<file path="config.mk">
export PLATFORM = sky130hd
export DESIGN_NAME = uart_boot_loader
export DESIGN_NICKNAME = d
export VERILOG_FILES = /design/src/rtl/uart_boot_loader.sv
export SDC_FILE = /design/constraint.sdc
export NUM_CORES = 1
export LEC_CHECK = 0
export ABC_AREA = 1
export BUFFER_PORTS_ARGS = -buffer_cell sky130_fd_sc_hd__buf_2
export CORE_MARGIN = 1.5
export CORE_UTILIZATION = 35
export CTS_BUF_LIST = sky130_fd_sc_hd__clkbuf_16
export CTS_CLUSTER_DIAMETER = 60
export CTS_CLUSTER_SIZE = 24
export DETAILED_ROUTE_END_ITERATION = 7
export SETUP_SLACK_MARGIN = 0.05
export SLEW_MARGIN = 15
export SYNTH_ARGS = -nofsm -noshare
export SYNTH_HDL_FRONTEND = slang
export SYNTH_SLANG_ARGS = --single-unit
</file>
<file path="constraint.sdc">
create_clock -name CLK -period 1.7 [get_ports CLK]
set_clock_uncertainty 0.05 [all_clocks]
set_input_delay 0.255 -clock CLK [delete_from_list [all_inputs] [get_ports CLK]]
set_output_delay 0.255 -clock CLK [all_outputs]
set_load 0.01 [all_outputs]
</file>
<file path="src/rtl/uart_boot_loader.sv">
// rtl/uart_boot_loader.sv - UART program loader that fills instruction memory, then releases the core

module uart_boot_rx #(
    parameter int CLKS_PER_BIT = 434
) (
    input  logic       clk,
    input  logic       rst,
    input  logic       rx,
    output logic [7:0] rx_tdata,
    output logic       rx_tvalid,
    output logic       rx_frame_err
);
    localparam int CNT_W = $clog2(CLKS_PER_BIT);
    localparam logic [CNT_W-1:0] HALF_LAST = CNT_W'(CLKS_PER_BIT / 2 - 1);
    localparam logic [CNT_W-1:0] BIT_LAST  = CNT_W'(CLKS_PER_BIT - 1);

    typedef enum logic [1:0] {RX_IDLE, RX_START, RX_DATA, RX_STOP} rx_state_t;

    rx_state_t        rx_state;
    logic             rx_meta;
    logic             rx_sync;
    logic             rx_prev;
    logic [CNT_W-1:0] bit_cnt;
    logic [2:0]       bit_idx;
    logic [7:0]       rx_shift;

    always_ff @(posedge clk) begin
        if (rst) begin
            rx_meta      <= 1'b1;
            rx_sync      <= 1'b1;
            rx_prev      <= 1'b1;
            rx_state     <= RX_IDLE;
            bit_cnt      <= '0;
            bit_idx      <= '0;
            rx_shift     <= '0;
            rx_tdata     <= '0;
            rx_tvalid    <= 1'b0;
            rx_frame_err <= 1'b0;
        end else begin
            rx_meta      <= rx;
            rx_sync      <= rx_meta;
            rx_prev      <= rx_sync;
            rx_tvalid    <= 1'b0;
            rx_frame_err <= 1'b0;
            case (rx_state)
                RX_IDLE: begin
                    if (rx_prev && !rx_sync) begin
                        rx_state <= RX_START;
                        bit_cnt  <= '0;
                    end
                end
                RX_START: begin
                    // a line that is high again at mid-start was only a glitch
                    if (bit_cnt == HALF_LAST) begin
                        bit_cnt  <= '0;
                        bit_idx  <= '0;
                        rx_state <= rx_sync ? RX_IDLE : RX_DATA;
                    end else begin
                        bit_cnt <= bit_cnt + 1'b1;
                    end
                end
                RX_DATA: begin
                    if (bit_cnt == BIT_LAST) begin
                        bit_cnt  <= '0;
                        rx_shift <= {rx_sync, rx_shift[7:1]};
                        if (bit_idx == 3'd7) begin
                            rx_state <= RX_STOP;
                        end else begin
                            bit_idx <= bit_idx + 1'b1;
                        end
                    end else begin
                        bit_cnt <= bit_cnt + 1'b1;
                    end
                end
                RX_STOP: begin
                    if (bit_cnt == BIT_LAST) begin
                        bit_cnt  <= '0;
                        rx_state <= RX_IDLE;
                        if (rx_sync) begin
                            rx_tvalid <= 1'b1;
                            rx_tdata  <= rx_shift;
                        end else begin
                            rx_frame_err <= 1'b1;
                        end
                    end else begin
                        bit_cnt <= bit_cnt + 1'b1;
                    end
                end
                default: rx_state <= RX_IDLE;
            endcase
        end
    end
endmodule

module uart_boot_loader #(
    parameter int CLKS_PER_BIT   = 434,
    parameter int ADDR_W         = 10,
    parameter int IMEM_DEPTH     = 1024,
    parameter int TIMEOUT_CYCLES = 5000000
) (
    input  logic              CLK,
    input  logic              RST,
    input  logic              UART_RX,
    output logic              IMEM_W_En,
    output logic [ADDR_W-1:0] IMEM_W_Addr,
    output logic [31:0]       IMEM_W_Data,
    output logic              Core_RST,
    output logic              Boot_Done,
    output logic              Boot_Err
);
    localparam int TO_W = $clog2(TIMEOUT_CYCLES + 1);
    localparam logic [TO_W-1:0]   TO_LAST   = TO_W'(TIMEOUT_CYCLES - 1);
    localparam logic [16:0]       DEPTH     = 17'(IMEM_DEPTH);
    localparam logic [ADDR_W-1:0] LAST_ADDR = ADDR_W'(IMEM_DEPTH - 1);

    typedef enum logic [2:0] {S_IDLE, S_CNT0, S_CNT1, S_DATA, S_CHKS, S_DONE, S_ERROR} state_t;

    state_t          state;
    logic [7:0]      rx_tdata;
    logic            rx_tvalid;
    logic            rx_frame_err;
    logic [7:0]      cnt_lo;
    logic [15:0]     words_left;
    logic [1:0]      byte_idx;
    logic [7:0]      chk;
    logic [TO_W-1:0] to_cnt;
    logic [15:0]     cnt_full;
    logic            loading;
    logic            go_err;
    logic            go_done;

    uart_boot_rx #(.CLKS_PER_BIT(CLKS_PER_BIT)) u_rx (
        .clk          (CLK),
        .rst          (RST),
        .rx           (UART_RX),
        .rx_tdata     (rx_tdata),
        .rx_tvalid    (rx_tvalid),
        .rx_frame_err (rx_frame_err)
    );

    // a byte arriving on the last idle cycle beats the timeout
    always_comb begin
        cnt_full = {rx_tdata, cnt_lo};
        loading  = (state == S_CNT0) || (state == S_CNT1) || (state == S_DATA) || (state == S_CHKS);
        go_err   = 1'b0;
        go_done  = 1'b0;
        if (loading) begin
            if (rx_frame_err) begin
                go_err = 1'b1;
            end else if (rx_tvalid) begin
                if (state == S_CNT1 && {1'b0, cnt_full} > DEPTH) begin
                    go_err = 1'b1;
                end
                if (state == S_CHKS) begin
                    if (rx_tdata == chk) begin
                        go_done = 1'b1;
                    end else begin
                        go_err = 1'b1;
                    end
                end
            end else if (to_cnt == TO_LAST) begin
                go_err = 1'b1;
            end
        end
    end

    always_ff @(posedge CLK) begin
        if (RST) begin
            state       <= S_IDLE;
            cnt_lo      <= '0;
            words_left  <= '0;
            byte_idx    <= '0;
            chk         <= '0;
            to_cnt      <= '0;
            IMEM_W_En   <= 1'b0;
            IMEM_W_Addr <= '0;
            IMEM_W_Data <= '0;
            Core_RST    <= 1'b1;
            Boot_Done   <= 1'b0;
            Boot_Err    <= 1'b0;
        end else begin
            IMEM_W_En <= 1'b0;
            if (IMEM_W_En && IMEM_W_Addr != LAST_ADDR) begin
                IMEM_W_Addr <= IMEM_W_Addr + 1'b1;
            end
            if (!loading || rx_tvalid) begin
                to_cnt <= '0;
            end else begin
                to_cnt <= to_cnt + 1'b1;
            end
            if (go_err) begin
                state    <= S_ERROR;
                Core_RST <= 1'b1;
                Boot_Err <= 1'b1;
            end else if (go_done) begin
                state     <= S_DONE;
                Core_RST  <= 1'b0;
                Boot_Done <= 1'b1;
            end else if (rx_tvalid) begin
                case (state)
                    S_IDLE: begin
                        if (rx_tdata == 8'hA5) begin
                            state <= S_CNT0;
                        end
                    end
                    S_CNT0: begin
                        cnt_lo <= rx_tdata;
                        chk    <= rx_tdata;
                        state  <= S_CNT1;
                    end
                    S_CNT1: begin
                        chk        <= chk ^ rx_tdata;
                        words_left <= cnt_full;
                        byte_idx   <= '0;
                        state      <= (cnt_full == 16'd0) ? S_CHKS : S_DATA;
                    end
                    S_DATA: begin
                        chk         <= chk ^ rx_tdata;
                        IMEM_W_Data <= {rx_tdata, IMEM_W_Data[31:8]};
                        byte_idx    <= byte_idx + 1'b1;
                        if (byte_idx == 2'd3) begin
                            IMEM_W_En  <= 1'b1;
                            words_left <= words_left - 1'b1;
                            if (words_left == 16'd1) begin
                                state <= S_CHKS;
                            end
                        end
                    end
                    default: ;
                endcase
            end
        end
    end
endmodule

</file>
==> out/qor.yml <==
wirelength_mm: 20.5
intPower_mw: 5.58
start_util: 0.359
via_count: 7525
clkSlewWorstSetupHoldPaths_ns: 0.06
cp.required_ns: 1.95
path_buf_inv: 3
finalMaxSlewViolations: 0
hold_path_class: "in2reg"
grt_pass1_wl_mm: 30.9
io_pins: 49
yosysTopAreaCell: "dfxtp_1"
grt_start_max_net_pins: 36
detail_route.wl_per_cell_um: 13.1
worstMarginPinSlew_ns: 0.743
numPortBuffers: 48
cts.path.max_buffers: 2
syn_inst: 1113
crit_family: "simple AND/OR/NAND/NOR gates"
rsz0062_at_grt: "true"
yosys-top-cells-count: "nand2_1 (268), inv_1 (177), nor2_1 (165)"
crit_start: "u_rx.rx_tdata[4]"
cp_cell_sequence: "nor2_1 -> nand3_1 -> nand2_1 -> inv_1 -> nand2_1 -> nand2_2 -> o21bai_4 -> buf_12 -> nand2_8 -> clkbuf_16 -> nand2_2 -> a21oi_2"
cp_slowest_cell: "dfxtp_4"
setup_ws_ns: -0.238
crit_fanout: 8
instances_no_fill: 1570
yosysMostFrequentCell: "nand2_1"
cpPeakStageDelay_ns: 0.36
drt-initial-drc-count: 309
hold_viol: 0
detail-route-antenna-nets: 0
design.core.area_um2: 20400
gp_congestion: 0.848
layout-drive-gt1-share: 0.374
yosysWarnings: 0
area_growth_pct: 43.8
switching_share: 0.237
die_x_um: 148
yosys-top-cells-area: "dfxtp_1 (39%), nand2_1 (14%), inv_1 (9.1%)"
finalCritPeriodShare: 1.14
placedCellCount: 1505
cts_tree: "done"
synth_edf_count: 0
cts-root-buf: "clkbuf_16"
cp-start-kind: "flip-flop"
drc: 0
syn-num-nets: 1126
p_leak_nw: 4.61
worst_ep_arrival_time_ns: 2.19
layout.nets: 1300
cts.sinks: 141
dpl-instance-area_um2: 8710
reg2reg_depth: 12
fp.dieH_um: 148
worst-path-stages: 12
endpoint_kind: "flip-flop"
setup_viol: 85
slew_headroom: 0.504
dp_hpwl_mm: 13.0
worstSetupEndpoint: "words_left[1]"
synth_top_area_frac: 0.386
async_reset_ff_frac: 0
p_sw_mw: 1.73
pwr-share-comb: 0.041
cts.htree.levels: 4
regToRegSetupSlack_ns: -0.24
r2r_start: "u_rx.rx_tdata[4]"
syn-cell-area_um2: 7320
drtPass1Iterations: 5
vdd_drop_max_mv: 0.670
max-cap-violations: 0
synthFlopType: "dfxtp_1"
ys_seq_area_frac: 0.386
vias_per_cell: 4.79
grt_antenna_before_repair: 0
tritoncts.num_buffers: 17
finalCriticalPeriod_ns: 1.94
die_area_um2: 21800
ys_ff_latch: 141
critical_path_class: "reg2reg"
avgSynthCellArea_um2: 6.57
finalPower_mw: 7.31
grt_pass1_vias: 6634
reg2reg_to: "words_left[1]"
gr-usage-all-layers: 0.175
status: "finished, violations left"
clock_latency_ns: 0.43
seq_power_share: 0.457
fin_area_um2: 10500
fp-row-count: 52
pwr_density_cell_nw_per_um2: 695
grt.overflow.total: 0
synthDistinctLibCells: 38
violations: "setup timing"
diodes: 0
p_clk_frac: 0.502
clock.fmax_ghz: 0.516
==> repair_timing <==
action,CTS,global route
pin swaps,11,74
gates resized for setup,52,255
setup buffers,6,20
gates cloned,0,6
hold endpoints to repair,1,0
setup endpoints to repair,100,132
hold buffers,1,0
==> layer usage <==
metal,up-vias,track usage,routed length (µm)
met5,-,0,0
met4,0,0.0555,267
li1,3872,-,-
met1,3458,0.224,9200
met3,25,0.0373,957
met2,170,0.295,10100
==> worst min-delay path: stages <==
cell    delay, ns
buf_2        0.19
nor3_4       0.07
buf_6        0.11
==> cell usage in the layout (no fill, tap or decap), types with 4 or more instances in the layout <==
cell          n
nor2_1      135
nand3_1      23
dfxtp_2      21
inv_2        27
nand4_1      56
dfxtp_4       4
a21oi_2      21
inv_1       158
ha_4          5
buf_12       12
clkinvlp_4    6
nand3_4       6
dfxtp_1     116
nand2_1     206
buf_6        22
nor3_2        8
buf_4       108
or2_2         6
xor2_1        8
nand2_4       7
nor3_4        5
nor2_4       14
nand2_2      55
nor4_1        4
o21ai_1       8
buf_2        48
ha_1          5
a31oi_1       7
o21ai_0      27
nor2_2       20
a21oi_1      42
clkbuf_16    20
nand3_2      27
inv_4         4
nor3_1        5
o21ai_2      18
==> cell families (layout without fill, tap and decap cells) <==
logic type      count (synthesis)  in the layout  share of synthesized area
xor+xnor                        9              9                     0.0108
compound gates                136            136                      0.103
buf+inv                       231            418                      0.130
flops                         141            141                      0.386
simple gates                  586            586                      0.353
fa+ha+maj                      10             10                     0.0171
==> registers in the layout, indices dropped and copies added (netlist names), 2 cells and up, named ones only <==
signal	flops
u_rx.rx_shift	8
words_left	16
cnt_lo	8
state	3
IMEM_W_Data	32
chk	8
u_rx.bit_idx	3
to_cnt	23
byte_idx	2
IMEM_W_Addr	10
u_rx.bit_cnt	9
u_rx.rx_tdata	8
==> area by class of cell <==
cell class / count / area (µm²)
flip-flops and latches: 141 / 2860
multi-input cells: 741 / 4370
repair buffers: 196 / 1650
clock inverters: 15 / 148
inverters: 190 / 728
clock buffers: 17 / 425
fillers: 1924 / 9840
well taps: 270 / 338
==> power by group through the flow <==
stage	Clock, mW	Sequential, mW	Combinational [mW]
2_1_floorplan	0	3.40	0.127
3_3_place_gp	0	3.40	0.203
3_5_place_dp	0	3.40	0.204
4_1_cts	3.72	3.33	0.213
5_1_grt	3.86	3.34	0.330
6_report	3.67	3.34	0.303
==> worst min path at each step <==
stage                   endpoint          from  cells past startpoint
detailed placement  u_rx.rx_sync  u_rx.rx_meta                      1
CTS                    IMEM_W_En           RST                      3
global placement    u_rx.rx_sync  u_rx.rx_meta                      1
global route           IMEM_W_En           RST                      3
floorplan           u_rx.rx_meta       UART_RX                      1
finish                 IMEM_W_En           RST                      3
==> through the flow <==
stage / hold WS (ns) / TNS [ns] / util / worst slack, ns
6_report: 0.210 / -12.54 / 0.517 / -0.238
5_1_grt: 0.202 / -22.25 / 0.517 / -0.327
4_1_cts: 0.187 / -6.46 / 0.466 / -0.161
3_5_place_dp: 0.348 / -11.06 / 0.428 / -0.303
3_3_place_gp: 0.341 / -7.87 / 0.428 / -0.231
2_1_floorplan: 0.309 / 0 / - / 0.0119
Note: power is estimated with default switching activity, not from simulation.
